## src/rtl/input_event_arbiter.sv

```systemverilog
// Two-player button event arbiter: rising-edge press detection per player,
// a small event FIFO per player, and a round-robin output stage that
// presents one event at a time on a valid/ready handshake.
module input_event_arbiter #(
  parameter int FIFO_DEPTH = 4
) (
  input  logic       clock,
  input  logic       reset,
  input  logic [9:0] c1,
  input  logic [9:0] c2,
  output logic       ev_valid,
  input  logic       ev_ready,
  output logic       ev_player,
  output logic [3:0] ev_button,
  output logic [1:0] ovf,
  input  logic       ovf_clr
);

  localparam int AW = $clog2(FIFO_DEPTH);
  localparam logic [AW:0] CNT_FULL = (AW+1)'(FIFO_DEPTH);

  typedef enum logic {EMPTY, HOLD} out_state_t;

  out_state_t state, next_state;

  logic [9:0]    prev      [2];
  logic [9:0]    cur       [2];
  logic [9:0]    new_bits  [2];
  logic [3:0]    press_idx [2];
  logic [3:0]    mem       [2][FIFO_DEPTH];
  logic [AW-1:0] rd_ptr    [2];
  logic [AW-1:0] wr_ptr    [2];
  logic [AW:0]   count     [2];

  logic [1:0] press, not_empty, full, pop, push, drop;
  logic       load, grant, last_grant;

  // Lowest set bit wins when several buttons rise together.
  function automatic logic [3:0] lowest_index(input logic [9:0] v);
    logic [3:0] idx;
    idx = '0;
    for (int i = 9; i >= 0; i--) begin
      if (v[i]) idx = 4'(i);
    end
    return idx;
  endfunction

  // Per-player press detection and FIFO status.
  always_comb begin
    // NOTE: every combinational output gets a default first so no path leaves it unassigned (no latch).
    cur[0] = c1;
    cur[1] = c2;
    press     = '0;
    not_empty = '0;
    full      = '0;
    for (int p = 0; p < 2; p++) begin
      new_bits[p]  = cur[p] & ~prev[p];
      press[p]     = |new_bits[p];
      press_idx[p] = lowest_index(new_bits[p]);
      not_empty[p] = (count[p] != '0);
      full[p]      = (count[p] == CNT_FULL);
    end
  end

  // Output-stage next state, arbitration and FIFO push/pop decisions.
  always_comb begin
    next_state = state;
    load       = (state == EMPTY) || ev_ready;
    grant      = (&not_empty) ? ~last_grant : not_empty[1];
    pop        = '0;
    if (load) begin
      if (|not_empty) begin
        pop[grant] = 1'b1;
        next_state = HOLD;
      end else begin
        next_state = EMPTY;
      end
    end
    push = press & (~full | pop);
    drop = press & full & ~pop;
  end

  assign ev_valid = (state == HOLD);

  // Output-stage state register.
  always_ff @(posedge clock or posedge reset) begin
    // NOTE: sequential state uses non-blocking assignments so every register samples pre-edge values.
    if (reset) state <= EMPTY;
    else       state <= next_state;
  end

  // FIFO storage; contents are qualified by count, so no reset is needed.
  always_ff @(posedge clock) begin
    // NOTE: the memory array is deliberately not reset; stale entries are never visible past count.
    for (int p = 0; p < 2; p++) begin
      if (push[p]) mem[p][wr_ptr[p]] <= press_idx[p];
    end
  end

  // Pointers, counts, previous-button vectors, presented event and flags.
  always_ff @(posedge clock or posedge reset) begin
    if (reset) begin
      for (int p = 0; p < 2; p++) begin
        prev[p]   <= '0;
        rd_ptr[p] <= '0;
        wr_ptr[p] <= '0;
        count[p]  <= '0;
      end
      last_grant <= 1'b1;
      ev_player  <= 1'b0;
      ev_button  <= '0;
      ovf        <= '0;
    end else begin
      for (int p = 0; p < 2; p++) begin
        prev[p] <= cur[p];
        if (push[p]) wr_ptr[p] <= wr_ptr[p] + 1'b1;
        if (pop[p])  rd_ptr[p] <= rd_ptr[p] + 1'b1;
        count[p] <= count[p] + (AW+1)'(push[p]) - (AW+1)'(pop[p]);
      end
      if (|pop) begin
        ev_player  <= grant;
        ev_button  <= mem[grant][rd_ptr[grant]];
        last_grant <= grant;
      end
      ovf <= ovf_clr ? drop : (ovf | drop);
    end
  end

endmodule
```

## config.mk

```make
export PLATFORM = sky130hd
export DESIGN_NAME = input_event_arbiter
export DESIGN_NICKNAME = d
export VERILOG_FILES = /design/src/rtl/input_event_arbiter.sv
export SDC_FILE = /design/constraint.sdc
export NUM_CORES = 1
export LEC_CHECK = 0
export BUFFER_PORTS_ARGS = -buffer_cell sky130_fd_sc_hd__buf_2
export CAP_MARGIN = 20
export CORE_AREA = 2 2 74 76
export CTS_BUF_LIST = sky130_fd_sc_hd__clkbuf_4
export CTS_CLUSTER_DIAMETER = 120
export DETAILED_ROUTE_END_ITERATION = 10
export DIE_AREA = 0 0 76 78
export GPL_ROUTABILITY_DRIVEN = 1
export PLACE_DENSITY_LB_ADDON = 0.05
export SLEW_MARGIN = 20
export SYNTH_ARGS = -nofsm -noshare
export SYNTH_HDL_FRONTEND = slang
export SYNTH_SLANG_ARGS = --single-unit
```

## constraint.sdc

```tcl
create_clock -name clock -period 3.7 [get_ports clock]
set_clock_uncertainty 0.15 [all_clocks]
set_input_delay 0.37 -clock clock [delete_from_list [all_inputs] [get_ports clock]]
set_output_delay 0.37 -clock clock [all_outputs]
set_load 0.1 [all_outputs]
```

==> results.toml <==
[run_status]
status = "finished, final reports clean"

[timing]
fin_crit_ns = 2.80
setup_viol = 0
rsz0062_at_grt = "false"
fmaxAchievable_mhz = 357
tightest_slew_ns = 0.692
period_share_pct = 75.8
maxSlewViolCount = 0
hold_violations = 0
slew_headroom_pct = 53.2
layout_setup_ws_ns = 0.897
tns_ns = 0

[grt]
grt_pass1_vias = 1994
grt_max_degree = 44
grt_pass1_wl_um = 9460
grt_usage_pct = 21.2
grt_antenna_before_repair = 0
grt_overflow = 0

[yosys]
postSynthCellCount = 228
ys_seq_area_share_pct = 62.6
synth_most_common_cell = "dfrtp_1"
netlist_area_um2 = 3260
synth_top_cell_area_share_pct = 32.3
synthArstFlopShare_pct = 57.3
synth.ff_latch_count = 75
synth_top_cell_by_area = "dfrtp_1"
synth_fp_nets = 266
avgSynthCellArea_um2 = 14.3
synth_edf_count = 32
synthFlopType = "dfrtp_1"
synth_commonest_cells = "dfrtp_1 (42), edfxtp_1 (32), inv_1 (17), nor2_1 (17)"
synth_area_leaders = "dfrtp_1 (32%), edfxtp_1 (30%), mux4_2 (5.5%)"
synth.distinct_cells = 38
synth_warnings = 0

[placement]
hpwlAfterDp_um = 3700
io_buffers = 31
gp_congestion = 0.758
dp_slack_ns = 0.943

[clock_tree]
cts_num_sinks = 75
clk_path_buf_depth = 2
htreeDepth = 3
cts_tree = "built"
root_buffer = "clkbuf_4"
postCtsSetupBuffers = 0
path_clk_slew_ns = 0.10
cts_buffers = 9
clock_latency_ns = 0.42

[layout]
nNetsFinal = 328
drive_gt1_share_pct = 24.7
finish.utilization_pct = 76.3
nFillCells = 315
synthToLayoutAreaGrowth_pct = 18.1
diodes = 0

[critical_path]
critPathArrivalTime_ns = 2.96
cp-start-kind = "input port"
crit_required_ns = 3.85
path_max_fanout = 7
path_class = "in -> reg"
end_kind = "register"

[floorplan]
num_rows = 26
io_pins = 32
start_util_pct = 64.6
die_w_um = 76
die-area_um2 = 5930
die_h_um = 78
core-area_um2 = 5040

[routing]
drcViolationCount = 0
avgRoutedWirePerCell_um = 14.9
wirelength_um = 5440
drt_iter0_markers = 80
dr.pass1.iters = 4
vias = 1885
viasPerCell = 5.16
postRouteAntennaNets = 0

[pwr]
p_per_area_nw_per_um2 = 772
p_leak_nw = 1.65
peakVddDrop_mv = 0.541

[worst_hold_path]
hold_path_class = "in -> reg"

[job]
drv_cap = 0
## metrics by stage
stage          hold slack (ns)  cells  area (um^2)  power [mW]
2_1_floorplan            0.251    228         3260        2.26
3_3_place_gp             0.335    327         3490        2.47
3_5_place_dp             0.331    327         3490        2.50
4_1_cts                  0.104    365         3850        3.00
5_1_grt                  0.146    365         3850        3.18
6_report                 0.132    365         3850        2.97
## layout make-up
type	instances	area [um^2]	area share (%)
clock buffer	11	82.6	2.15
clock inverter	5	52.6	1.37
inverter	17	63.8	1.66
multi-input combinational	133	1140	29.6
sequential	75	2040	53.0
tap	70	87.6	2.28
timing repair buffer	54	383	9.95
## cell usage in the layout, fill, tap and decap left out, types with 4 or more instances in the layout
cell type      instances
edfxtp_1              32
nor2b_4                4
clkbuf_4              11
mux4_2                 8
and2_2                 4
buf_2                 31
nor2_1                17
mux2i_1                4
nor2b_1                9
nand2_1                9
nand2b_1              12
inv_1                 16
dfrtp_1               42
a21oi_1                7
o21ai_0                4
xnor2_1                8
ha_1                  12
and2_1                 5
dlygate4sd3_1         22
## worst paths after layout
check / from / end / slack (ns) / depth (start not counted)
max in group asynchronous: reset / last_grant$_DFFE_PP1P_ / 2.53 / 4
hold reg to reg: ev_player$_DFFE_PP0P_ / ev_player$_DFFE_PP0P_ / 0.35 / 2
min in group asynchronous: reset / prev[11]$_DFF_PP0_ / 0.48 / 4
setup reg to reg: count[4]$_DFF_PP0_ / count[2]$_DFF_PP0_ / 0.97 / 11
hold / removal: ev_ready / ev_valid$_DFFE_PP0N_ / 0.13 / 3
setup / recovery: c1[7] / count[5]$_DFF_PP0_ / 0.90 / 14
## what timing repair did
action / 4_1_cts / 5_1_grt
gates resized for setup: 0 / 0
endpoints found under the hold margin: 63 / 0
hold buffers: 22 / 0
## routing by layer
layer  part of all wire [%]  track usage, %  vias to the layer above
li1                       -               -                      918
met1                     46            28.4                      904
met2                     46            33.3                       55
met3                    6.1            8.14                        8
met4                    1.3            5.45                        0
met5                      0               0                        -
## power by group
group / internal (mW) / leakage [nW] / switching (mW)
sequential: 1.17 / 0.804 / 0.172
clock: 0.219 / 0.0791 / 0.271
combinational: 0.455 / 0.771 / 0.679
total: 1.85 / 1.65 / 1.12
## worst max-delay path: stages
cell and delay [ns]:
dlygate4sd3_1 0.53, buf_2 0.12, nor2b_1 0.29, nor4_4 0.09, and4_4 0.19, nor2b_4 0.18, inv_1 0.06, ha_1 0.26
inv_1 0.06, ha_1 0.12, inv_1 0.05, fa_1 0.37, xnor2_1 0.14, xnor2_1 0.12
## state kept, by name, indices dropped and copies added, names as in the netlist
name        flops
count           6
last_grant      1
ev_button       4
mem            32
ovf             2
ev_valid        1
prev           20
ev_player       1
wr_ptr          4
rd_ptr          4
## logic make-up after synthesis
family,synth area share [%]
simple gates,14.9
fa+ha+maj,5.84
buf+inv,2.42
flops,62.6
compound gates,3.88
xor+xnor,2.69
mux,7.69
Power figures use the tool's default switching activity.
